==> src/rtl/mux7seg_pkg.sv <==
// mux7seg_pkg: shared constants and types for the multiplexed 7-segment scanner.
//   SEG_TABLE   : hex 0..F to active-low segments, bit 6 = a ... bit 0 = g
//   SEG_OFF     : all segments dark
//   digit_sel_t : attributes of the digit currently being scanned
package mux7seg_pkg;

  localparam logic [6:0] SEG_OFF = 7'h7F;

  // Lowercase glyphs for b and d so they cannot be confused with 8 and 0.
  localparam logic [6:0] SEG_TABLE [16] = '{
    7'h01, 7'h4F, 7'h12, 7'h06,   // 0 1 2 3
    7'h4C, 7'h24, 7'h20, 7'h0F,   // 4 5 6 7
    7'h00, 7'h04, 7'h08, 7'h60,   // 8 9 A b
    7'h31, 7'h42, 7'h30, 7'h38    // C d E F
  };

  typedef struct packed {
    logic [3:0] val;
    logic       dp_req;
    logic       dark;
  } digit_sel_t;

  function automatic logic [6:0] hex_to_seg(input logic [3:0] v);
    return SEG_TABLE[v];
  endfunction

endpackage

==> src/rtl/mux7seg_prescale.sv <==
// mux7seg_prescale: scan timing for the display.
//   clk, clr_n     : clock, async active-low reset
//   o_slot_cnt     : position within the current digit slot, 0..DIV-1
//   o_idx          : digit being scanned, 0..NDIG-1
//   o_frame_tick   : high in the last cycle of the last slot of a frame
//   o_blink_phase  : toggles every BLINK_FRAMES frames
module mux7seg_prescale
  import mux7seg_pkg::*;
#(
  parameter int NDIG         = 8,
  parameter int DIV          = 50000,
  parameter int BLINK_FRAMES = 32,
  parameter int SLOT_W       = $clog2(DIV),
  parameter int IDX_W        = $clog2(NDIG)
) (
  input  logic              clk,
  input  logic              clr_n,
  output logic [SLOT_W-1:0] o_slot_cnt,
  output logic [IDX_W-1:0]  o_idx,
  output logic              o_frame_tick,
  output logic              o_blink_phase
);

  localparam int FC_W = (BLINK_FRAMES > 1) ? $clog2(BLINK_FRAMES) : 1;

  logic [SLOT_W-1:0] r_slot_cnt;
  logic [IDX_W-1:0]  r_idx;
  logic [FC_W-1:0]   r_frame_cnt;
  logic              r_blink_phase;
  logic              w_tick;
  logic              w_frame_tick;
  logic              w_blink_wrap;

  assign w_tick       = (r_slot_cnt == SLOT_W'(DIV - 1));
  assign w_frame_tick = w_tick && (r_idx == IDX_W'(NDIG - 1));
  assign w_blink_wrap = (r_frame_cnt == FC_W'(BLINK_FRAMES - 1));

  always_ff @(posedge clk or negedge clr_n) begin
    if (!clr_n) begin
      r_slot_cnt    <= '0;
      r_idx         <= '0;
      r_frame_cnt   <= '0;
      r_blink_phase <= 1'b0;
    end else begin
      r_slot_cnt <= w_tick ? '0 : r_slot_cnt + 1'b1;
      if (w_tick)
        r_idx <= (r_idx == IDX_W'(NDIG - 1)) ? '0 : r_idx + 1'b1;
      if (w_frame_tick) begin
        if (w_blink_wrap) begin
          r_frame_cnt   <= '0;
          r_blink_phase <= ~r_blink_phase;
        end else begin
          r_frame_cnt <= r_frame_cnt + 1'b1;
        end
      end
    end
  end

  assign o_slot_cnt    = r_slot_cnt;
  assign o_idx         = r_idx;
  assign o_frame_tick  = w_frame_tick;
  assign o_blink_phase = r_blink_phase;

endmodule

==> src/rtl/mux7seg_scan.sv <==
// mux7seg_scan: time-multiplexed 7-segment driver with guard band, PWM
// brightness, blinking, blanking and leading-zero suppression.
//   clk, clr_n  : clock, async active-low reset
//   x           : 4 bits per digit, digit 0 rightmost
//   dp_in       : decimal point request per digit
//   blank       : force digit dark
//   blink_mask  : digit blinks
//   lz_en       : leading-zero suppression
//   bright      : PWM duty, (bright+1)/16
//   an          : anode enables, active-low
//   a2g, dp     : segments a..g and decimal point, active-low
//   frame_start : one-cycle pulse when the new snapshot becomes visible
module mux7seg_scan
  import mux7seg_pkg::*;
#(
  parameter int NDIG         = 8,
  parameter int DIV          = 50000,
  parameter int GUARD        = 2,
  parameter int BLINK_FRAMES = 32
) (
  input  logic              clk,
  input  logic              clr_n,
  input  logic [4*NDIG-1:0] x,
  input  logic [NDIG-1:0]   dp_in,
  input  logic [NDIG-1:0]   blank,
  input  logic [NDIG-1:0]   blink_mask,
  input  logic              lz_en,
  input  logic [3:0]        bright,
  output logic [NDIG-1:0]   an,
  output logic [6:0]        a2g,
  output logic              dp,
  output logic              frame_start
);

  localparam int SLOT_W = $clog2(DIV);
  localparam int IDX_W  = $clog2(NDIG);

  logic [SLOT_W-1:0] w_slot_cnt;
  logic [IDX_W-1:0]  w_idx;
  logic              w_frame_tick;
  logic              w_blink_phase;

  logic [3:0]        r_pwm_cnt;
  logic [4*NDIG-1:0] r_snap_x;
  logic [NDIG-1:0]   r_snap_dp;
  logic [NDIG-1:0]   r_snap_blank;
  logic [NDIG-1:0]   r_snap_blink;
  logic              r_snap_lz;

  logic [NDIG-1:0]   w_supp;
  logic              w_all_zero;
  digit_sel_t        w_sel;
  logic              w_guard_ok;
  logic              w_lit;

  mux7seg_prescale #(
    .NDIG         (NDIG),
    .DIV          (DIV),
    .BLINK_FRAMES (BLINK_FRAMES),
    .SLOT_W       (SLOT_W),
    .IDX_W        (IDX_W)
  ) u_prescale (
    .clk           (clk),
    .clr_n         (clr_n),
    .o_slot_cnt    (w_slot_cnt),
    .o_idx         (w_idx),
    .o_frame_tick  (w_frame_tick),
    .o_blink_phase (w_blink_phase)
  );

  // Inputs are only sampled at the frame boundary so a frame never mixes values.
  always_ff @(posedge clk or negedge clr_n) begin
    if (!clr_n) begin
      r_pwm_cnt    <= '0;
      r_snap_x     <= '0;
      r_snap_dp    <= '0;
      r_snap_blank <= '0;
      r_snap_blink <= '0;
      r_snap_lz    <= 1'b0;
    end else begin
      r_pwm_cnt <= r_pwm_cnt + 1'b1;
      if (w_frame_tick) begin
        r_snap_x     <= x;
        r_snap_dp    <= dp_in;
        r_snap_blank <= blank;
        r_snap_blink <= blink_mask;
        r_snap_lz    <= lz_en;
      end
    end
  end

  // Walk from the most significant digit down; a digit is suppressed while
  // everything from it upward is zero. Digit 0 always shows.
  always_comb begin
    w_all_zero = 1'b1;
    w_supp     = '0;
    for (int i = NDIG - 1; i >= 0; i--) begin
      w_all_zero = w_all_zero & (r_snap_x[4*i +: 4] == 4'h0);
      if (i != 0)
        w_supp[i] = r_snap_lz & w_all_zero;
    end
  end

  always_comb begin
    w_sel = '0;
    for (int i = 0; i < NDIG; i++) begin
      if (IDX_W'(i) == w_idx) begin
        w_sel.val    = r_snap_x[4*i +: 4];
        w_sel.dp_req = r_snap_dp[i];
        w_sel.dark   = r_snap_blank[i] | (w_blink_phase & r_snap_blink[i]) | w_supp[i];
      end
    end
  end

  // Anodes stay off for the first GUARD cycles of a slot to hide ghosting.
  if (GUARD == 0) begin : g_no_guard
    assign w_guard_ok = 1'b1;
  end else begin : g_guard
    assign w_guard_ok = (w_slot_cnt >= SLOT_W'(GUARD));
  end

  assign w_lit = w_guard_ok && (r_pwm_cnt <= bright) && !w_sel.dark;

  always_ff @(posedge clk or negedge clr_n) begin
    if (!clr_n) begin
      an          <= '1;
      a2g         <= SEG_OFF;
      dp          <= 1'b1;
      frame_start <= 1'b0;
    end else begin
      frame_start <= w_frame_tick;
      if (w_lit) begin
        an  <= ~(NDIG'(1) << w_idx);
        a2g <= hex_to_seg(w_sel.val);
        dp  <= ~w_sel.dp_req;
      end else begin
        an  <= '1;
        a2g <= SEG_OFF;
        dp  <= 1'b1;
      end
    end
  end

endmodule

==> config.mk <==
export PLATFORM = sky130hd
export DESIGN_NAME = mux7seg_scan
export DESIGN_NICKNAME = d
export VERILOG_FILES = /design/src/rtl/mux7seg_pkg.sv /design/src/rtl/mux7seg_prescale.sv /design/src/rtl/mux7seg_scan.sv
export SDC_FILE = /design/constraint.sdc
export NUM_CORES = 1
export LEC_CHECK = 0
export CAP_MARGIN = 10
export CORE_ASPECT_RATIO = 2
export CORE_MARGIN = 2
export CORE_UTILIZATION = 35
export CTS_CLUSTER_DIAMETER = 150
export DETAILED_ROUTE_END_ITERATION = 10
export PLACE_DENSITY = 0.58
export SYNTH_ARGS = -nofsm -noshare
export SYNTH_HDL_FRONTEND = slang
export SYNTH_SLANG_ARGS = --single-unit
export TNS_END_PERCENT = 100
==> constraint.sdc <==
create_clock -name clk -period 4.35 [get_ports clk]
set_input_delay 0.87 -clock clk [delete_from_list [all_inputs] [get_ports clk]]
set_output_delay 0.87 -clock clk [all_outputs]
set_load 0.01 [all_outputs]
* Word-level counts from Yosys, hierarchy flattened
Memories as Yosys holds them, arrays and structs flattened.
Index checks and enable logic that the tools add are counted.
** Word-level totals
- Logic and storage cells :: 102
- Bits in read-only memories :: 112
- Memories kept :: 1
- Register bits :: 103
- Output and inout bits :: 17
** Cells by class
- Shift operators :: 1
- Reduce and logical (&&, ||, !) cells :: 13
- Magnitude comparators :: 3
- Equality and inequality tests :: 10
- Add/sub/neg operators :: 4
- Bitwise logic cells :: 40
- Multiplexer cells :: 16
** Memory list
- (name not given) :: depth 16, width 7, read ports 1, clocked after Yosys merged registers in 0, write ports 0, RTL line mux7seg_pkg.sv:24 : return SEG_TABLE[v];
** Operators by type and width (number)
- two-way mux 6 bit :: 8
- zero test 4 bit :: 7
- AND 1 bit :: 21
- two-way mux 7 bit :: 3
- adder 16 x 1 -> 16 bit, second input constant :: 1
- == test 16 bit, second input constant :: 1
- greater-or-equal comparator 16 x 2 -> 1 bit, second input constant :: 1
- two-way mux 16 bit :: 1
- OR 1 bit :: 15
- == test 3 bit, first input constant :: 4
- two-way mux 8 bit :: 1
- inverter 8 bit :: 1
- left shift 1 x 3 -> 8 bit, first input constant :: 1
- == test 2 x 3 -> 1 bit, first input constant :: 2
- adder 5 x 1 -> 5 bit, second input constant :: 1
- == test 5 bit, second input constant :: 1
- greater-or-equal comparator 5 bit, second input constant :: 1
- two-way mux 5 bit :: 1
- inverter 4 -> 5 bit :: 1
- adder 4 x 1 -> 4 bit, second input constant :: 1
- less-or-equal comparator 4 bit :: 1
- adder 3 x 1 -> 3 bit, second input constant :: 1
- == test 1 x 3 -> 1 bit, first input constant :: 1
- == test 3 bit, second input constant :: 1
- other kinds (7) :: 10

* Longest topological paths before layout
Gate-level depths: netlist (run 1).
- Depth after elaboration :: 21
- Gate-level depth with buffers :: 16
- Mapped depth without buffers :: 13

* Modules after synthesis
Synthesis (run 1) repeated with hierarchy kept, for this count alone.
** Unflattened totals
- Cells, all modules :: 430
- Area, all modules :: 5132.4 um2
** By module, submodules not included
- mux7seg_scan :: times used 1, sequential area each 1971.9 um2, area each 3915.0 um2, cells an instance 321
- mux7seg_prescale :: times used 1, sequential area each 625.6 um2, area each 1217.4 um2, cells an instance 109

* Least setup slack after synthesis (run 1)
OpenSTA, ideal clock, no wires.
- Path kind :: register to register
- Start point :: register u_prescale.r_idx[2] (netlist: u_prescale.o_idx[2])
- End point :: register a2g[3]
- Path slack :: 1.794 ns
- Data required time :: 4.257 ns
- Stages on the path, launching flop included :: 16
- Clock period less this slack :: 2.556 ns
- Library setup time :: 0.093 ns
- Path buffers :: 3
- Data arrival time :: 2.462 ns
- Path through :: dfrtp_1 -> buf_4 -> inv_1 -> buf_2 -> ha_1 -> buf_2 -> inv_1 -> o21ai_0 -> a221oi_1 -> o21ai_0 -> nand2_1 -> inv_1 -> ha_1 -> nor2_1 -> a211oi_1 -> o21ai_0
** On the way
- Word-level cells in the longest chain between the ends :: 14
** RTL lines
- start, declared :: RTL line mux7seg_prescale.sv:27 : logic [IDX_W-1:0] r_idx;
- start signal, assigned :: RTL line mux7seg_prescale.sv:47 : r_idx <= (r_idx == IDX_W'(NDIG - 1)) ? '0 : r_idx + 1'b1;
- zero test 3 bit :: RTL line mux7seg_scan.sv:107 : if (IDX_W'(i) == w_idx) begin
- two-way mux 6 bit (7 in a row) :: RTL line mux7seg_scan.sv:107
- two-way mux 6 bit * :: RTL line mux7seg_scan.sv:107
- inverter 4 -> 5 bit (implied by the code) :: RTL line mux7seg_pkg.sv:24
- memory read (16 x 7 bit)
- two-way mux 7 bit (implied by the code) (2 in a row) :: RTL line mux7seg_pkg.sv:24
- two-way mux 7 bit * :: RTL line mux7seg_scan.sv:132 : if (w_lit) begin
- end signal, assigned :: RTL line mux7seg_scan.sv:134 : a2g <= hex_to_seg(w_sel.val);
- end, declared :: RTL line mux7seg_scan.sv:30 : output logic [6:0] a2g,
Mark *: on every way between the ends. The rest lies on a longest branch, timed or not. The select of a mux whose other input is x is not followed.
A chain may end at the register's enable or synchronous reset.

* Worst setup path in the final report (run 1)
- Start point :: register u_prescale.r_idx[1] (netlist: u_prescale.o_idx[1])
- End point :: register a2g[3]
The elaborated chain is that of the path after synthesis.

==> flow_summary.toml, run 1 <==
[outcome]
outcome = "complete, no violations"

[yosys]
syn-cell-area_sq_mm = 0.00513
ys_warn_count = 0
syn_nets = 659
synthFlopType = "dfrtp_1"
syn_avg_cell_area_sq_um = 8.91
ys_seq_area_share_pct = 50.6
synth-edff-count = 0
synthArstFlopShare_pct = 100
synthTopCellsByArea = "dfrtp_1 (42%), nand2_1 (16%), dfstp_2 (8.2%)"
synth.top_cell.area_share_pct = 42.4
synth_seq_cells = 103
ys_types = 60
postSynthCellCount = 576
synth_top_area_cell = "dfrtp_1"

[detailed_routing]
postRouteAntennaNets = 0
drt_iter0_drc = 215
wl_microns = 13000
drcViolationCount = 0
drtPass1Iterations = 6
vias_per_cell = 5.08
vias = 4281
wl_per_cell_microns = 15.4

[critical_path]
crit_start = "u_prescale.o_idx[1]"
cp-start-kind = "flop"
worstSetupPathType = "reg2reg"
r2r-end = "a2g[3]"
r2r_slack_ns = 1.18
cp_max_fo = 26
timing.rr.start = "u_prescale.o_idx[1]"
crit_path_end = "a2g[3]"
worst-r2r-cell-count = 12
required_ns = 4.58
endpoint_kind = "flop"
arrival_ns = 3.41

[sta]
tns_ns = 0
fin_skew_ns = 0.0124
hold_viol = 0
rsz0062_at_grt = "no"
min_period_ns = 3.17
period_share_pct = 73.0
setup-violations-final = 0
worst_pin_slew_ns = 0.853
slew_headroom_pct = 43.2
slew_viol_final = 0
max_freq_mhz = 315

[clocking]
cts_num_sinks = 103
cts_max_level = 3
cts-root-buf = "clkbuf_16"
insertion_delay_ns = 0.34
clk_pin_slew_ns = 0.07
cts_buffers = 9
post_cts_buffers = 0
ctsResizeCount = 0
cts_hold_buf = 0
cts_buffer_depth = 2
cts_tree = "yes"

[worst_hold_path]
hold_class = "reg2reg"

[global_routing]
grt_use_total_pct = 17.4
grt_max_degree = 47
grt_overflow_total = 0
grt_pass1_vias = 4459
grt_pass1_wl_microns = 21300
grt_antenna_before_repair = 0

[power_and_ir_drop]
p_leak_nw = 2.76
ir_drop_uv = 149
power_density_mw_per_mm2 = 290
power.total_mw = 1.85

[cells_and_area]
antenna_cells = 0
fill_cells = 1424
final_area_sq_mm = 0.00636
area_growth_pct = 23.9
nets = 729
drive_above_1_share_pct = 7.83

[floorplan]
initial_core_util_pct = 35.8
dieArea_sq_mm = 0.0157
coreArea_sq_mm = 0.0144
dieWidth_microns = 89.6
fp.dieH_microns = 175
std_cell_rows = 62
ioPinCount = 80

[job]
maxCapViolCount = 0

[placed_design]
gp_congestion = 0.906
portBuffers = 79
dp_hpwl_microns = 9950
postPlaceCellArea_sq_mm = 0.00606
[worst min path at each step]
stage / start / endpoint / slack [ns] / cells after the start
2_1_floorplan: r_snap_blank[3] / r_snap_blank[3] / 0.43 / 2
3_3_place_gp: r_snap_blank[3] / r_snap_blank[3] / 0.45 / 2
3_5_place_dp: r_snap_blank[3] / r_snap_blank[3] / 0.45 / 2
4_1_cts: r_snap_blank[3] / r_snap_blank[3] / 0.47 / 2
5_1_grt: r_snap_blank[3] / r_snap_blank[3] / 0.49 / 2
6_report: r_snap_blank[1] / r_snap_blank[1] / 0.47 / 2
[per-stage QoR]
stage	cells	setup slack, ns	utilization (%)	hold slack [ns]
after detailed placement	827	0.941	42.2	0.453
after CTS	843	1.18	44.3	0.468
after floorplan	576	1.79	-	0.430
final	843	1.18	44.3	0.466
after global placement	827	1.07	42.2	0.449
after global routing	843	0.963	44.3	0.489
[cells by family after synthesis]
logic type / count (synthesis) / synth area share, %
compound gates: 87 / 11.4
mux: 2 / 0.390
xor+xnor: 16 / 2.73
fa+ha+maj: 20 / 4.87
simple gates: 304 / 25.8
buf+inv: 44 / 4.14
flops: 103 / 50.6
[area by class of cell]
| class | count | area (sq um) | share of cell area (%) |
|---|---|---|---|
| sequential | 103 | 2600 | 40.8 |
| timing repair buffer | 85 | 833 | 13.1 |
| multi-input combinational | 429 | 2320 | 36.6 |
| clock inverter | 6 | 67.6 | 1.06 |
| clock buffer | 10 | 229 | 3.60 |
| inverter | 18 | 67.6 | 1.06 |
| tap | 192 | 240 | 3.78 |
[layout by cell type, fill, tap and decap left out, types with 6 or more instances in the layout]
cell / netlist / final
nor2_1: 25 / 25
nand3_1: 13 / 13
clkdlybuf4s50_1: 0 / 78
xnor2_1: 8 / 8
inv_1: 17 / 17
a21oi_1: 23 / 23
nor3_1: 7 / 7
buf_4: 10 / 7
dfstp_2: 16 / 16
xor2_1: 8 / 8
nor4_1: 6 / 6
clkbuf_16: 0 / 9
ha_1: 20 / 20
dfrtp_1: 87 / 87
a211oi_1: 6 / 6
nand2_1: 213 / 213
o21ai_0: 18 / 18
[sequential cells by signal (all words and copies together), names as in the netlist, 3 cells and up]
register / flops
r_snap_x: 32
r_snap_dp: 8
u_prescale.o_idx: 3
a2g: 7
r_snap_blink: 8
r_pwm_cnt: 4
u_prescale.o_slot_cnt: 16
u_prescale.r_frame_cnt: 5
an: 8
r_snap_blank: 8
[power by group]
part / switching [mW] / internal [mW] / total (mW)
Clock: 0.358 / 0.450 / 0.807
Combinational: 0.0287 / 0.0515 / 0.0801
Sequential: 0 / 0.958 / 0.958
Total: 0.387 / 1.46 / 1.85
[critical path: stages (launching register included)]
cell and delay, ns:
dfrtp_1 0.41, inv_1 0.11, ha_1 0.72, a21oi_1 0.14
o21ai_0 0.11, o2111a_1 0.23, o22ai_1 0.10, a21oi_1 0.44
inv_1 0.13, ha_1 0.32, nor2_1 0.05, a211oi_1 0.21
o21ai_0 0.10
[cell usage after synthesis (6+ instances only)]
library cell and count:
xor2_1 8, xnor2_1 8, clkbuf_1 7, nor3_1 7, nor2_1 25, nand2_1 213, dfrtp_1 87, a211oi_1 6
buf_4 10, nand3_1 13, nor4_1 6, o21ai_0 18, inv_1 17, buf_2 8, ha_1 20, dfstp_2 16
a21oi_1 23
[per-layer routing]
layer / track usage (%) / routed length [microns]
met4: 8.21 / 453
met3: 2.77 / 411
met1: 19.2 / 4860
met2: 31.2 / 7270
met5: 0 / 0
No activity file was read; power rests on OpenSTA's default activity.
==> run 2: changes to the inputs <==
PLACE_DENSITY = 0.6   (was 0.58)
clock period = 2.67 ns   (was 4.35 ns; I/O delays follow)
==> run 2 against run 1 <==
Clock skew down 0.0027 ns. First-iteration DRC count up 23%. Global-route usage up 0.39 points. Non-clock buffer count up 27. Cell area up 5.1%. Die area unchanged. Critical path type unchanged. Critical endpoint unchanged. Largest cell class unchanged. Highest routed layer unchanged.
==> flow_summary.toml, run 2 (synthesis results as in run 1) <==
[detailed_routing]
drtPass1Iterations = 4
drt_iter0_drc = 264
wl_microns = 13300
vias = 4289
vias_per_cell = 4.93
wl_per_cell_microns = 15.3
postRouteAntennaNets = 0
drcViolationCount = 0

[sta]
slew_viol_final = 0
whs_ns = 0.170
worst_pin_slew_ns = 0.585
hold_viol = 0
setup-violations-final = 0
rsz0062_at_grt = "yes"
period_share_pct = 96.0
tns_ns = 0
max_freq_mhz = 390
min_period_ns = 2.56
fin_skew_ns = 0.00966
slew_headroom_pct = 61.0

[cells_and_area]
largest_register_ffs = 32
largest_register = "r_snap_x"
antenna_cells = 0
nets = 756
fin_util_pct = 46.6
final_common_cell = "nand2_1"
area_growth_pct = 30.2
final_cell_mix = "nand2_1 (213), dfrtp_1 (87), clkdlybuf4s50_1 (78), buf_4 (30), nor2_1 (25)"
drive_above_1_share_pct = 12.4
final_area_sq_mm = 0.00668
layout.cells.non_filler = 870

[critical_path]
timing.rr.start = "u_prescale.o_idx[1]"
endpoint_kind = "flop"
arrival_ns = 2.85
cp_max_fo = 12
worstSetupPathType = "reg2reg"
critPathSlowestCell = "dfrtp_1"
required_ns = 2.95
worst-r2r-cell-count = 12
cp-start-kind = "flop"
r2r-end = "a2g[3]"
r2r_slack_ns = 0.11
max_stage_delay_ns = 0.40
crit_chain = "inv_1 > ha_2 > a21oi_1 > o21ai_0 > o2111a_1 > o22ai_1 > a21oi_1 > inv_1 > ha_1 > nor2_1 > a211oi_1 > o21ai_0"

[floorplan]
fp.dieH_microns = 175
dieWidth_microns = 89.6
ioPinCount = 80
initial_core_util_pct = 35.8
std_cell_rows = 62
coreArea_sq_mm = 0.0144
dieArea_sq_mm = 0.0157

[power_and_ir_drop]
combPwrFrac_pct = 4.2
p_leak_nw = 2.93
seqPwrFrac_pct = 48.9
p_switching_mw = 0.659
switching_share_pct = 20.7
power_density_mw_per_mm2 = 477
ir_drop_uv = 368
intPower_mw = 2.53
clockPowerShare_pct = 46.9

[global_routing]
grt_max_degree = 46
grt_overflow_total = 0
grt_antenna_before_repair = 0
grt_pass1_vias = 4363
grt_use_total_pct = 17.8
grt_pass1_wl_microns = 21500

[clocking]
cts_hold_buf = 0
cts_max_level = 3
cts_buffer_depth = 2
clk_pin_slew_ns = 0.07
insertion_delay_ns = 0.36
cts-root-buf = "clkbuf_16"
cts_buffers = 9
cts_tree = "yes"
cts_num_sinks = 103

[placed_design]
dp_cells = 852
dp_hpwl_microns = 10300
postPlaceCellArea_sq_mm = 0.00630
portBuffers = 79
gp_congestion = 0.883

[outcome]
outcome = "complete, no violations"

[job]
maxCapViolCount = 0

[worst_hold_path]
hold_class = "in2async"
run 2: cell count changes in the layout (fill, tap and decap cells not counted), sizes merged:
| cell | delta |
|---|---|
| clkinvlp | -1 |
| clkinv | -1 |
| clkbuf | +1 |
| bufinv | +1 |
| buf | +27 |
run 2: worst max-delay path by stage:
stage / depth (start not counted) / slack (ns) / from / end
2_1_floorplan: 15 / 0.11 / u_prescale.o_idx[2] / a2g[3]
3_3_place_gp: 11 / 0.05 / bright[1] / a2g[0]
3_5_place_dp: 11 / 0.04 / bright[1] / a2g[0]
4_1_cts: 10 / 0.03 / u_prescale.o_idx[1] / a2g[6]
5_1_grt: 10 / -0.04 / u_prescale.o_idx[1] / a2g[6]
6_report: 12 / 0.11 / u_prescale.o_idx[1] / a2g[3]
run 2: per-stage QoR:
| step | total power, mW | setup slack [ns] |
|---|---|---|
| after floorplan | 1.60 | 0.114 |
| after global placement | 1.72 | 0.0456 |
| after detailed placement | 1.73 | 0.0377 |
| after CTS | 3.21 | 0.0255 |
| after global routing | 3.27 | -0.0353 |
| final | 3.19 | 0.107 |
run 2: layout make-up:
class,count,area (sq um)
Multi-Input combinational cell,429,2350
Inverter,18,67.6
Clock inverter,5,87.6
Clock buffer,11,253
Tap cell,192,240
Fill cell,1390,7670
Sequential cell,103,2600
Timing Repair Buffer,112,1090
run 2: worst max-delay path, delay by kind of cell, from the launching register on:
kind	cells	cell delay (ns)
compound gates	7	1.14
fa+ha+maj	2	0.65
flops	1	0.40
buf+inv	2	0.25
simple gates	1	0.05
run 2: power groups by stage:
stage / clock [mW] / combinational (mW) / sequential, mW
6_report: 1.50 / 0.133 / 1.56
5_1_grt: 1.56 / 0.146 / 1.56
4_1_cts: 1.51 / 0.137 / 1.56
3_5_place_dp: 0 / 0.136 / 1.59
3_3_place_gp: 0 / 0.134 / 1.59
2_1_floorplan: 0 / 0.00620 / 1.59
run 2: what timing repair did:
action / 4_1_cts / 5_1_grt
buffers inserted: 0 / 2
setup endpoints to repair: 0 / 7
gates resized for setup: 0 / 7
run 2: metal layers:
metal | share of wire (%) | track usage, % | vias up
li1 | - | - | 2113
met1 | 37 | 19.7 | 2066
met2 | 57 | 32.9 | 86
met3 | 3.3 | 2.54 | 24
met4 | 2.7 | 6.78 | 0
met5 | 0 | 0 | -
==> run 3: changes to the inputs <==
CAP_MARGIN = 20   (was 10)
PLACE_DENSITY = default   (was 0.6)
==> results of run 3 <==
No change in the layout: final DEF, timing and power equal those of run 2.
